## config.mk

```make
export PLATFORM = sky130hd
export DESIGN_NAME = ram8_scan
export DESIGN_NICKNAME = d
export VERILOG_FILES = /design/src/rtl/ram8_scan.sv
export SDC_FILE = /design/constraint.sdc
export NUM_CORES = 1
export LEC_CHECK = 0
export BUFFER_PORTS_ARGS = -buffer_cell sky130_fd_sc_hd__buf_2
export CAP_MARGIN = 20
export CORE_MARGIN = 4
export CORE_UTILIZATION = 50
export CTS_CLUSTER_SIZE = 8
export DETAILED_ROUTE_END_ITERATION = 7
export PLACE_DENSITY = 0.68
export SLEW_MARGIN = 10
export SYNTH_ARGS = -nofsm -noshare
export SYNTH_HDL_FRONTEND = slang
export SYNTH_SLANG_ARGS = --single-unit
```

## constraint.sdc

```tcl
create_clock -name clock -period 5.55 [get_ports clock]
set_input_delay 1.11 -clock clock [delete_from_list [all_inputs] [get_ports clock]]
set_output_delay 1.11 -clock clock [all_outputs]
set_load 0.02 [all_outputs]
```

## src/rtl/ram8_scan.sv

```systemverilog
// ram8_scan: 8 x 16-bit register bank with a random-access Hack-style port and a
// sequential scan engine. Optional macro RAM8_FWD_EN enables write-first forwarding on out.
`timescale 1ns/1ps
module ram8_scan (
  input  logic        clock,
  input  logic        reset_n,
  input  logic [15:0] in,
  input  logic        load,
  input  logic [2:0]  address,
  output logic [15:0] out,
  input  logic        scan_start,
  output logic        scan_busy,
  output logic        scan_valid,
  output logic [2:0]  scan_idx,
  output logic [15:0] scan_data,
  output logic        scan_done
);

  typedef enum logic [1:0] {S_IDLE, S_RUN, S_DONE} state_e;

  logic [15:0] word_q [8];
  logic [15:0] rd_mux;
  state_e      state_q;
  logic [2:0]  ptr_q;
  logic [2:0]  ptr_d;
  logic        scan_valid_q;
  logic        scan_done_q;
  logic [2:0]  scan_idx_q;
  logic [15:0] scan_data_q;

  always_ff @(posedge clock or negedge reset_n) begin
    if (!reset_n) begin
      for (int i = 0; i < 8; i++) word_q[i] <= '0;
    end else if (load) begin
      word_q[address] <= in;
    end
  end

  // Read select ordered exactly like a Mux8Way16 with sel=address
  always_comb begin
    rd_mux = '0;
    case (address)
      3'd0: rd_mux = word_q[0];
      3'd1: rd_mux = word_q[1];
      3'd2: rd_mux = word_q[2];
      3'd3: rd_mux = word_q[3];
      3'd4: rd_mux = word_q[4];
      3'd5: rd_mux = word_q[5];
      3'd6: rd_mux = word_q[6];
      3'd7: rd_mux = word_q[7];
      default: rd_mux = '0;
    endcase
  end

`ifdef RAM8_FWD_EN
  assign out = load ? in : rd_mux;
`else
  assign out = rd_mux;
`endif

  assign ptr_d = ptr_q + 3'd1;

  // Scan samples pre-edge storage, so a same-edge write is seen only on the next scan
  always_ff @(posedge clock or negedge reset_n) begin
    if (!reset_n) begin
      state_q      <= S_IDLE;
      ptr_q        <= '0;
      scan_valid_q <= 1'b0;
      scan_done_q  <= 1'b0;
      scan_idx_q   <= '0;
      scan_data_q  <= '0;
    end else begin
      case (state_q)
        S_IDLE: begin
          if (scan_start) begin
            state_q <= S_RUN;
            ptr_q   <= '0;
          end
        end
        S_RUN: begin
          scan_data_q  <= word_q[ptr_q];
          scan_idx_q   <= ptr_q;
          scan_valid_q <= 1'b1;
          ptr_q        <= ptr_d;
          if (ptr_q == 3'd7) begin
            scan_done_q <= 1'b1;
            state_q     <= S_DONE;
          end
        end
        S_DONE: begin
          state_q      <= S_IDLE;
          scan_valid_q <= 1'b0;
          scan_done_q  <= 1'b0;
        end
        default: state_q <= S_IDLE;
      endcase
    end
  end

  assign scan_busy  = (state_q != S_IDLE);
  assign scan_valid = scan_valid_q;
  assign scan_done  = scan_done_q;
  assign scan_idx   = scan_idx_q;
  assign scan_data  = scan_data_q;

endmodule

```

-- Yosys cells after proc, flatten, opt, wreduce, memory -nomap -nowiden
Cells that the tools add are included.
- flip-flop bits (word level): 154
- output and inout port bits: 38
- input port bits: 23
- word-level logic and storage cells: 56
- reductions and logical operators: 9
- order comparisons: 3
- eq/ne operators: 12
- add/sub/neg operators: 1
- multiplexer cells: 15
- bitwise logic cells: 2
- operators by type and width (kind ; number):
    $bwmux W128 ; 1
    $pmux W16 S8 ; 1
    $bmux W16 S3 ; 1
    $demux W16 S3 ; 1
    $mux W16 ; 3
    $eq A3 B3 Y1 const B ; 5
    $ge A4 B4 Y1 const B ; 2
    $not A3 Y4 ; 2
    $eq A3 B2 Y1 const B ; 2
    $pmux W3 S2 ; 1
    $reduce_and A2 Y1 ; 3
    $reduce_bool A2 Y1 ; 3
    $lt A4 B1 Y1 const B ; 1
    $mux W2 ; 2
    $ne A2 B2 Y1 const B ; 2
    $pmux W1 S2 ; 2
    $pmux W2 S2 ; 1
    $add A3 B1 Y3 const B ; 1
    $eq A3 B1 Y1 const B ; 1
    $logic_not A3 Y1 ; 1
    $mux W3 ; 1
    $eq A2 B1 Y1 const B ; 1
    $eq A2 B2 Y1 const B ; 1
    $logic_not A2 Y1 ; 1
    other kinds (2) ; 2

-- Longest topological paths before layout
Gate-level depths: netlist of run 1.
- word-level depth: 6
- gate-level depth with buffers: 8
- depth with buffers taken out: 6

-- Worst setup path after synthesis of run 1
No wires, ideal clock.
- path type: input port to output port
- start: in address[0]
- end: out out[14]
- stages: 6
- path buffers: 2
- required time: 4440 ps
- arrival time: 2279 ps
- setup slack: 2161 ps
- cells stage by stage: buf_4 -> buf_6 -> mux2_2 -> a22oi_1 -> a21oi_1 -> o22a_1
- cells in the longest elaborated chain, start to end: 2
- elaborated cells between the ends (all ways): 9
- those cells by class: eq/ne (7); mux (1); reduce/logical (1)
- ends and longest elaborated chain (what ; line ; source):
    from (decl) ; 9 ; input logic [2:0] address,
    $eq A3 B3 Y1, or another cell as far along ; 42 ; case (address)
    $pmux W16 S8 * ; 42 ;
    to (decl) ; 10 ; output logic [15:0] out,
Mark *: on every way between the ends. The rest lies on a longest branch, timed or not.

-- Worst setup path after layout of run 1
- start: in address[0]
- end: out out[1]
The elaborated chain is that of the path after synthesis.

==> key figures, run 1 <==
Run status
  – Status: complete, no violations

Worst setup path
  – Reg2Reg Depth: 5
  – R2R setup slack: 2.66 ns
  – Worst Setup SP: address[0]
  – Startpoint Class: input pin
  – Crit path capture type: primary output
  – Capture point of the worst reg-to-reg path: scan_data[10]$_DFFE_PN0N_
  – Reg2reg start: state_q[1]$_DFFE_PN0P_
  – CP required: 4.44 ns
  – CP Max Fanout: 25
  – CP arrival: 3.16 ns
  – Crit Path Class: in2out
  – Setup crit end: out[1]

CTS
  – CTS Buf Count: 17
  – Worst-skew pair later-pin latency: 0.42 ns
  – CTS tree: done
  – Postcts setup bufs: 0
  – Resized cells post-CTS: 0
  – Max Buffers Root-to-Sink: 2
  – H-Tree Depth: 4
  – CTS Root Cell: clkbuf_16
  – # hold bufs at CTS: 0
  – CTS Sinks: 154
  – Clock slew at reported path FFs: 0.05 ns

Power and ir drop
  – Power Density: 461 nW/um^2
  – Peak supply drop: 0.272 mV
  – P_leak: 4.06 nW
  – Total power: 4.19 mW

Floorplanning
  – Die Ht: 135 microns
  – Chip Width: 135 microns
  – CORE AREA: 15800 sq um
  – Num rows: 46
  – Initial Util: 0.508
  – Die area: 18100 sq um
  – Io pins: 61

Final layout
  – Nets: 668
  – Post-route non-filler standard cell count: 867
  – Number of diodes: 0
  – Layout cell share with drive strength beyond 1: 0.407
  – FILL cells: 1310
  – Synthesis-to-layout area growth: 13.5%

Route
  – M1 WL: 8920 microns
  – Drt first pass iters: 4
  – Antenna-violating nets left: 0
  – DRC: 0
  – DRT iter0 DRCs: 375
  – WL met2: 10300 microns
  – Uppermost routed layer: met4
  – Via/cell ratio: 6.23
  – Vias: 5405
  – DR WL met3: 1170 microns
  – DR WL/cell: 24.1 microns
  – Drt total wl: 20900 microns

STA
  – Min Clock Period, post-route: 4.27 ns
  – F_max: 0.234 GHz
  – Setup TNS: 0 ns
  – Layout Skew: 0.00774 ns
  – RSZ-0062 raised after global routing: false
  – Worst slew pin tran: 1.13 ns
  – Final hold vios: 0
  – Final period util: 0.769
  – Hold_ws: 0.477 ns
  – Max-slew violations: 0
  – Max-slew headroom: 0.245
  – Final setup fails: 0
  – PnR worst setup slack: 1.28 ns

Logic synthesis
  – Seq/Total Area, Yosys: 0.481
  – Most common cell in the synthesized netlist: dfrtp_1
  – Yosys cell types: 43
  – Ranking of synthesized cells by area: dfrtp_1 48%, mux2_2 14%, mux2_4 7.5%
  – Fraction of registers with async set or reset after synthesis: 1.00
  – Yosys top cell area share: 0.481
  – Post-synthesis cell count: 586
  – Post-synth EDFFs: 0
  – Mapped Nets: 616
  – Warnings, synthesis: 0
  – Post-Syn Area per Cell: 13.7 sq um
  – Top cells by count, synth: 154 x dfrtp_1, 97 x mux2_2, 42 x mux2i_1, 40 x mux2_4, 35 x nand2_1
  – Main synth FF type: dfrtp_1
  – FF+latch count, synth: 154
  – Post-synthesis cell area: 8010 sq um
  – Synth area leader: dfrtp_1

Global routing
  – Vias in the first global route: 5767
  – First-pass GRT wire length: 33100 microns
  – Grt total ovfl: 0
  – GRT Resource Usage Total: 0.241
  – Largest net degree at the start of global routing: 112
  – Initial antenna violation count: 0

Flow run
  – Max cap viols: 0

Placement
  – Routability cong.: 0.885
  – Post-Place Setup Slack: 1.29 ns
  – # placed instances: 831
  – I/O Buffers: 60
  – DP Wirelength: 13000 microns

Min path
  – Worst hold path class: reg2reg
-- registers in the layout, indices dropped and copies added, names as in the netlist --
signal,flops
scan_done,1
scan_idx,3
scan_data,16
state_q,2
scan_valid,1
word_q,128
ptr_q,3
-- cell usage in the layout, fill, tap and decap left out, types with 7 or more instances in the layout --
master	Yosys	routed
nand2_1	35	35
buf_4	7	9
mux2_2	97	97
a22oi_1	11	11
mux4_2	15	15
a21oi_1	17	17
a221oi_1	11	11
o22ai_1	16	16
a221o_1	16	16
clkbuf_16	0	17
ha_1	7	7
buf_2	7	59
dfrtp_1	154	153
o22a_1	15	15
mux2i_1	42	42
o21ai_0	20	20
mux2_4	40	40
-- logic make-up (layout without fill, tap and decap cells) --
kind of cell,Yosys count,in the layout,synth area share
buf+inv,47,112,0.0387
mux,200,200,0.318
compound gates,119,119,0.107
fa+ha+maj,7,7,0.0109
flops,154,154,0.481
simple gates,59,59,0.0443
-- power by group --
part           switching [mW]  internal [mW]  leakage, nW
combinational           0.671          0.649         1.89
sequential              0.222           1.42         1.86
clock                   0.446          0.786        0.308
total                    1.34           2.85         4.06
-- how the worst min path moves through the flow --
stage / start / end / slack [ns] / depth (start not counted)
2_1_floorplan: word_q[81]$_DFFE_PN0P_ / word_q[81]$_DFFE_PN0P_ / 0.48 / 1
3_3_place_gp: scan_idx[2]$_DFFE_PN0N_ / scan_idx[2]$_DFFE_PN0N_ / 0.46 / 1
3_5_place_dp: scan_idx[2]$_DFFE_PN0N_ / scan_idx[2]$_DFFE_PN0N_ / 0.47 / 1
4_1_cts: scan_idx[2]$_DFFE_PN0N_ / scan_idx[2]$_DFFE_PN0N_ / 0.49 / 1
5_1_grt: scan_idx[2]$_DFFE_PN0N_ / scan_idx[2]$_DFFE_PN0N_ / 0.50 / 1
6_report: scan_idx[2]$_DFFE_PN0N_ / scan_idx[2]$_DFFE_PN0N_ / 0.48 / 1
-- worst max-delay path, stage by stage --
cell and delay, ns:
buf_2 0.27, buf_4 0.48, nor2_2 0.13, nand2_1 0.67
o22a_1 0.28, buf_2 0.18
-- metal layers --
| metal | vias to the layer above | track usage |
|---|---|---|
| met5 | - | 0 |
| li1 | 2350 | - |
| met1 | 2838 | 0.315 |
| met3 | 38 | 0.0525 |
| met2 | 179 | 0.399 |
| met4 | 0 | 0.0860 |
-- stage by stage --
stage                      util  instance area (sq um)
after floorplan               -                   8010
after global placement    0.531                   8380
after detailed placement  0.531                   8380
after CTS                 0.571                   9000
after global routing      0.577                   9090
final                     0.577                   9090
-- final cells by class --
class	instances	area, sq um	share of cell area
Timing Repair Buffer	73	472	0.0519
Tap cell	216	270	0.0297
Inverter	7	26.3	0.00289
Multi-Input combinational cell	385	3850	0.423
Clock buffer	24	482	0.0530
Sequential cell	154	3850	0.424
Clock inverter	8	140	0.0154
(Power assumes the default switching activity.)
==> inputs of run 2 (changes only) <==
- ABC_AREA: default -> 1
- clock period: 5.55 -> 4.4 ns (I/O delays scaled with it)
==> key figures, run 2 <==
Logic synthesis
  – FF+latch count, synth: 154 (unchanged)
  – Main synth FF type: dfrtp_1
  – Post-synthesis cell area: 8540 sq um (+6.5%)
  – Mapped Nets: 1165 (+89%)
  – Ranking of synthesized cells by area: dfrtp_1 45%, nand2_1 17%, nand3_1 8.0%
  – Seq/Total Area, Yosys: 0.451 (-0.0294)
  – Fraction of registers with async set or reset after synthesis: 1.00 (unchanged)
  – Post-synth EDFFs: 0 (unchanged)
  – Post-Syn Area per Cell: 7.52 sq um (-45%)
  – Most common cell in the synthesized netlist: nand2_1
  – Top cells by count, synth: 377 x nand2_1, 154 x dfrtp_1, 136 x nand3_1, 112 x o21ai_1, 98 x inv_1
  – Post-synthesis cell count: 1135 (+94%)
  – Warnings, synthesis: 0 (unchanged)
  – Synth area leader: dfrtp_1
  – Yosys cell types: 27 (-37%)
  – Yosys top cell area share: 0.451 (-0.0294)

STA
  – Max-slew violations: 0 (unchanged)
  – Hold_ws: 0.481 ns (+0.00412 ns)
  – Min Clock Period, post-route: 3.54 ns
  – Final setup fails: 0 (unchanged)
  – Worst slew pin tran: 0.955 ns (-0.174 ns)
  – Layout Skew: 0.00748 ns (-0.000260 ns)
  – Final hold vios: 0 (unchanged)
  – Max-slew headroom: 0.363 (+0.119)
  – Setup TNS: 0 ns (unchanged)
  – Final period util: 0.805
  – RSZ-0062 raised after global routing: false
  – F_max: 0.282 GHz

Worst setup path
  – Cell Chain, Critical Path: buf_2 > buf_4 > nand4_1 > nand2_1 > nor2_1 > nand3_1 > buf_2
  – CP arrival: 2.66 ns (-0.50 ns)
  – CP max stage cell: buf_2
  – Worst Setup SP: address[1]
  – Reg2reg start: state_q[1]$_DFFE_PN0P_
  – CP Max Fanout: 32 (+28%)
  – Crit path capture type: primary output
  – CP required: 3.52 ns (-0.92 ns)
  – Startpoint Class: input pin
  – Crit Path Class: in2out
  – Largest stage delay, worst path: 0.68 ns (about the same)
  – Most frequent CP cell: buf_2

Route
  – DRC: 0 (unchanged)
  – DR WL/cell: 18.4 microns (-24%)
  – DRT iter0 DRCs: 984 (+160%)
  – Drt total wl: 25400 microns (+21%)
  – Via/cell ratio: 5.72 (-8.2%)
  – Vias: 7889 (+46%)
  – Drt first pass iters: 5 (+1)
  – Antenna-violating nets left: 0 (unchanged)

Power and ir drop
  – P_leak: 4.79 nW (+18%)
  – Power Density: 562 nW/um^2 (+22%)
  – Peak supply drop: 0.315 mV (+16%)

Floorplanning
  – Num rows: 47 (+2.2%)
  – Die Ht: 139 microns (+3.0%)
  – Die area: 19200 sq um (+6.1%)
  – Initial Util: 0.513 (+0.00472)
  – Chip Width: 139 microns (+3.0%)
  – CORE AREA: 16600 sq um (+5.5%)
  – Io pins: 61 (unchanged)

Min path
  – Worst hold path class: reg2reg
  – Worst Hold Launch: scan_idx[1]$_DFFE_PN0N_

CTS
  – Postcts setup bufs: 0 (unchanged)
  – Max Buffers Root-to-Sink: 2 (unchanged)
  – # hold bufs at CTS: 0 (unchanged)
  – H-Tree Depth: 4 (unchanged)
  – CTS Sinks: 154 (unchanged)
  – CTS tree: done
  – Clock slew at reported path FFs: 0.06 ns (about the same)
  – Resized cells post-CTS: 0 (unchanged)
  – Worst-skew pair later-pin latency: 0.43 ns (about the same)
  – CTS Buf Count: 17 (unchanged)
  – CTS Root Cell: clkbuf_16

Placement
  – DP Wirelength: 15100 microns (+16%)
  – I/O Buffers: 60 (unchanged)
  – Routability cong.: 0.853 (-3.7%)

Global routing
  – Initial antenna violation count: 0 (unchanged)
  – GRT Resource Usage Total: 0.267 (+0.0267)
  – Vias in the first global route: 7405 (+28%)
  – First-pass GRT wire length: 41200 microns (+24%)
  – Met2 Track Usage GR: 0.406 (+0.00706)
  – Grt total ovfl: 0 (unchanged)
  – Met3 GRT Util: 0.0638 (+0.0113)
  – Met1 GRT Util: 0.380 (+0.0650)
  – Most Crowded Layer GR: met2
  – Largest net degree at the start of global routing: 102 (-8.9%)

Final layout
  – Commonest cells after routing, fill and taps aside: 377 x nand2_1, 153 x dfrtp_1, 136 x nand3_1
  – Number of diodes: 0 (unchanged)
  – Most common cell after layout, fill and taps aside: nand2_1
  – Largest Register: word_q
  – Synthesis-to-layout area growth: 9.89%
  – Max reg flops: 128 (unchanged)
  – FF/Latch Area: 3850 sq um (unchanged)
  – Post-Route Utilization: 0.564 (-0.0131)
  – FILL cells: 1551 (+18%)
  – Multi-input gate area: 3780 sq um (-1.7%)
  – Layout cell share with drive strength beyond 1: 0.114 (-0.293)
  – Nets: 1175 (+76%)

Flow run
  – Max cap viols: 0 (unchanged)

Run status
  – Status: complete, no violations
## run 2: cell count changes after synthesis, moves of 16 or more
cell     delta
nand2_1   +342
nand3_1   +135
o21ai_1   +112
mux2_2     -97
inv_1      +93
nand4_1    +64
nor2_1     +47
buf_2      +42
mux2i_1    -42
mux2_4     -40
a21oi_1    -16
a221o_1    -16
o22ai_1    -16
## run 2: per-stage QoR
step	worst slack, ns	instance area (sq um)	total power, mW	cells
after floorplan	1.71	8540	3.09	1135
after global placement	0.955	8690	3.56	1344
after detailed placement	0.903	8710	3.60	1345
after CTS	0.911	9370	5.25	1377
after global routing	0.791	9380	5.58	1378
final	0.858	9380	5.27	1378
## run 2: critical path, delay by kind of cell
family,cells,cell delay (ns)
buf+inv,3,1.34
simple gates,4,0.40
## run 2: where the power goes
group | internal [mW] | leakage, nW | switching (mW)
clock network | 1.02 | 0.297 | 0.626
registers | 1.74 | 1.94 | 0.277
logic | 0.522 | 2.55 | 1.09
## run 2: final timing paths
kind                                             endpoint  slack [ns]  depth (start not counted)
worst min register to register    scan_idx[1]$_DFFE_PN0N_        0.48                          2
max in group asynchronous            ptr_q[0]$_DFFE_PN0P_        3.02                          2
worst max register to register  scan_data[13]$_DFFE_PN0N_        2.23                          7
worst min-delay path              scan_idx[1]$_DFFE_PN0N_        0.48                          2
worst max-delay path                               out[6]        0.86                          7
min in group asynchronous          word_q[80]$_DFFE_PN0P_        0.55                          1
## run 2: layer usage
| layer | vias to the layer above | wire length (microns) | part of all wire |
|---|---|---|---|
| met4 | 0 | 524 | 0.021 |
| li1 | 3722 | - | - |
| met5 | - | 0 | 0 |
| met3 | 44 | 2270 | 0.089 |
| met2 | 378 | 11200 | 0.44 |
| met1 | 3745 | 11400 | 0.45 |
## run 2: logic make-up after synthesis
kind of cell               share of synthesized area
AOI/OAI and AO/OA                             0.0815
adders and majority gates                     0.0103
buffers and inverters                          0.105
DFF                                            0.451
and+or+nand+nor                                0.352
## run 2: layout make-up
class | count | area share
timing repair buffer | 70 | 0.0442
inverter | 103 | 0.0418
multi-input combinational | 799 | 0.403
tap | 220 | 0.0293
clock inverter | 14 | 0.0235
sequential | 154 | 0.411
clock buffer | 18 | 0.0468
==> inputs of run 3 (changes only) <==
- PLACE_DENSITY: 0.68 -> 0.71
- clock period: 4.4 -> 3 ns (I/O delays scaled with it)
==> key figures, run 3 (synthesis gave the netlist of run 2 again) <==
Route
  – DRC: 0 (unchanged)
  – DRT iter0 DRCs: 759 (-23%)
  – Drt first pass iters: 5 (unchanged)
  – Drt total wl: 24600 microns (-3.1%)
  – Vias: 7806 (-1.1%)
  – Via/cell ratio: 5.59 (-2.3%)
  – DR WL/cell: 17.6 microns (-4.3%)
  – Antenna-violating nets left: 0 (unchanged)

Global routing
  – Initial antenna violation count: 1 (+1)
  – Largest net degree at the start of global routing: 63 (-38%)
  – Grt total ovfl: 0 (unchanged)
  – GRT Resource Usage Total: 0.260 (-0.00715)
  – First-pass GRT wire length: 39900 microns (-3.0%)
  – Vias in the first global route: 7301 (-1.4%)

CTS
  – H-Tree Depth: 4 (unchanged)
  – Postcts setup bufs: 0 (unchanged)
  – Max Buffers Root-to-Sink: 2 (unchanged)
  – CTS Root Cell: clkbuf_16
  – CTS tree: done
  – Clock slew at reported path FFs: 0.06 ns (about the same)
  – Resized cells post-CTS: 0 (unchanged)
  – CTS Buf Count: 17 (unchanged)
  – Worst-skew pair later-pin latency: 0.43 ns (about the same)
  – CTS Sinks: 154 (unchanged)
  – # hold bufs at CTS: 0 (unchanged)

Worst setup path
  – Reg2reg start: ptr_q[0]$_DFFE_PN0P_
  – Crit Path Class: in2out
  – CP Max Fanout: 19 (-41%)
  – CP max stage cell: buf_4
  – Startpoint Class: input pin
  – Capture point of the worst reg-to-reg path: scan_data[12]$_DFFE_PN0N_
  – CP arrival: 1.97 ns (-0.69 ns)
  – CP top delay family: buffers and inverters
  – Reg2Reg Depth: 7 (unchanged)
  – Largest stage delay, worst path: 0.34 ns (-0.34 ns)
  – CP bufs+invs: 4 (+1)
  – Crit path capture type: primary output
  – Cell Chain, Critical Path: buf_2 > buf_4 > nor3_4 > buf_4 > nand2_1 > nand3_1 > buf_2
  – R2R setup slack: 1.02 ns (-1.21 ns)
  – CP required: 2.40 ns (-1.12 ns)

STA
  – Max-slew headroom: 0.413 (+0.0493)
  – Setup TNS: 0 ns (unchanged)
  – Final period util: 0.856
  – Max-slew violations: 0 (unchanged)
  – PnR worst setup slack: 0.431 ns (-0.427 ns)
  – Final hold vios: 0 (unchanged)
  – Min Clock Period, post-route: 2.57 ns
  – RSZ-0062 raised after global routing: false
  – Layout Skew: 0.00647 ns (-0.00101 ns)
  – Final setup fails: 0 (unchanged)
  – Worst slew pin tran: 0.880 ns (-0.0748 ns)
  – F_max: 0.389 GHz

Floorplanning
  – Num rows: 47 (unchanged)
  – CORE AREA: 16600 sq um (unchanged)
  – Die area: 19200 sq um (unchanged)
  – Initial Util: 0.513 (unchanged)
  – Io pins: 61 (unchanged)
  – Chip Width: 139 microns (unchanged)
  – Die Ht: 139 microns (unchanged)

Final layout
  – FF/Latch Area: 3850 sq um (unchanged)
  – FILL cells: 1547 (-0.26%)
  – Max reg flops: 128 (unchanged)
  – Most common cell after layout, fill and taps aside: nand2_1
  – Nets: 1192 (+1.4%)
  – Commonest cells after routing, fill and taps aside: 377 x nand2_1, 153 x dfrtp_1, 136 x nand3_1
  – Synthesis-to-layout area growth: 11.8%
  – Largest Register: word_q
  – Multi-input gate area: 3780 sq um (unchanged)
  – Layout cell share with drive strength beyond 1: 0.125 (+0.0111)

Run status
  – Status: complete, no violations

Flow run
  – Max cap viols: 0 (unchanged)

Min path
  – Worst hold path class: in2async

Power and ir drop
  – P_leak: 4.90 nW (+2.4%)
  – Power Density: 804 nW/um^2 (+43%)
  – Peak supply drop: 0.454 mV (+44%)

Placement
  – DP Wirelength: 15000 microns (-0.36%)
  – Routability cong.: 0.872 (+2.3%)
  – Post-Place Setup Slack: 0.453 ns (-0.451 ns)
  – I/O Buffers: 60 (unchanged)
run 3: cell types whose count changed in the layout (fill, tap and decap cells not counted):
cell        previous run  this run
buf_4                  7        22
clkinvlp_4             7         2
buf_12                 2         4
clkbuf_1               0         2
clkinv_2               0         2
buf_16                 0         1
buf_8                  1         0
clkbuf_8               1         2
diode_2                0         1
run 3: through the flow:
step / hold slack (ns) / cells / instance area (sq um) / util / power [mW]
after floorplan: 0.304 / 1135 / 8540 / - / 4.53
after global placement: 0.450 / 1362 / 8860 / 0.532 / 5.21
after detailed placement: 0.457 / 1362 / 8860 / 0.532 / 5.26
after CTS: 0.179 / 1394 / 9510 / 0.572 / 7.65
after global routing: 0.202 / 1396 / 9540 / 0.573 / 8.14
final: 0.161 / 1396 / 9540 / 0.573 / 7.67
run 3: layer usage:
layer	track usage	vias to the layer above	share of wire
met5	0	-	0
met4	0.0742	0	0.018
met3	0.0521	41	0.078
met2	0.409	347	0.47
met1	0.370	3643	0.44
li1	-	3775	-
run 3: layout make-up:
class / instances / area share
clock buffer: 21 / 0.0483
clock inverter: 11 / 0.0202
inverter: 103 / 0.0410
sequential: 154 / 0.404
multi-input combinational: 799 / 0.397
timing repair buffer: 87 / 0.0607
antenna: 1 / 0.000262
tap: 220 / 0.0288
run 3: worst max-delay path by stage:
stage | from | end | cells after the start
2_1_floorplan | address[0] | out[10] | 5
3_3_place_gp | address[1] | out[6] | 7
3_5_place_dp | address[1] | out[6] | 7
4_1_cts | address[1] | out[6] | 7
5_1_grt | address[1] | out[6] | 7
6_report | address[1] | out[6] | 7
run 3: where the power goes:
part           internal, mW  switching, mW
Clock                  1.52          0.861
Sequential             2.55          0.409
Combinational         0.782           1.55
Total                  4.85           2.82
run 3: worst reg2reg max path: stages (launching register included):
cell	delay, ns
dfrtp_2	0.61
inv_2	0.48
buf_4	0.36
nand2_1	0.13
nand3_1	0.08
nand2_1	0.06
nand2_1	0.07
nand3_1	0.08
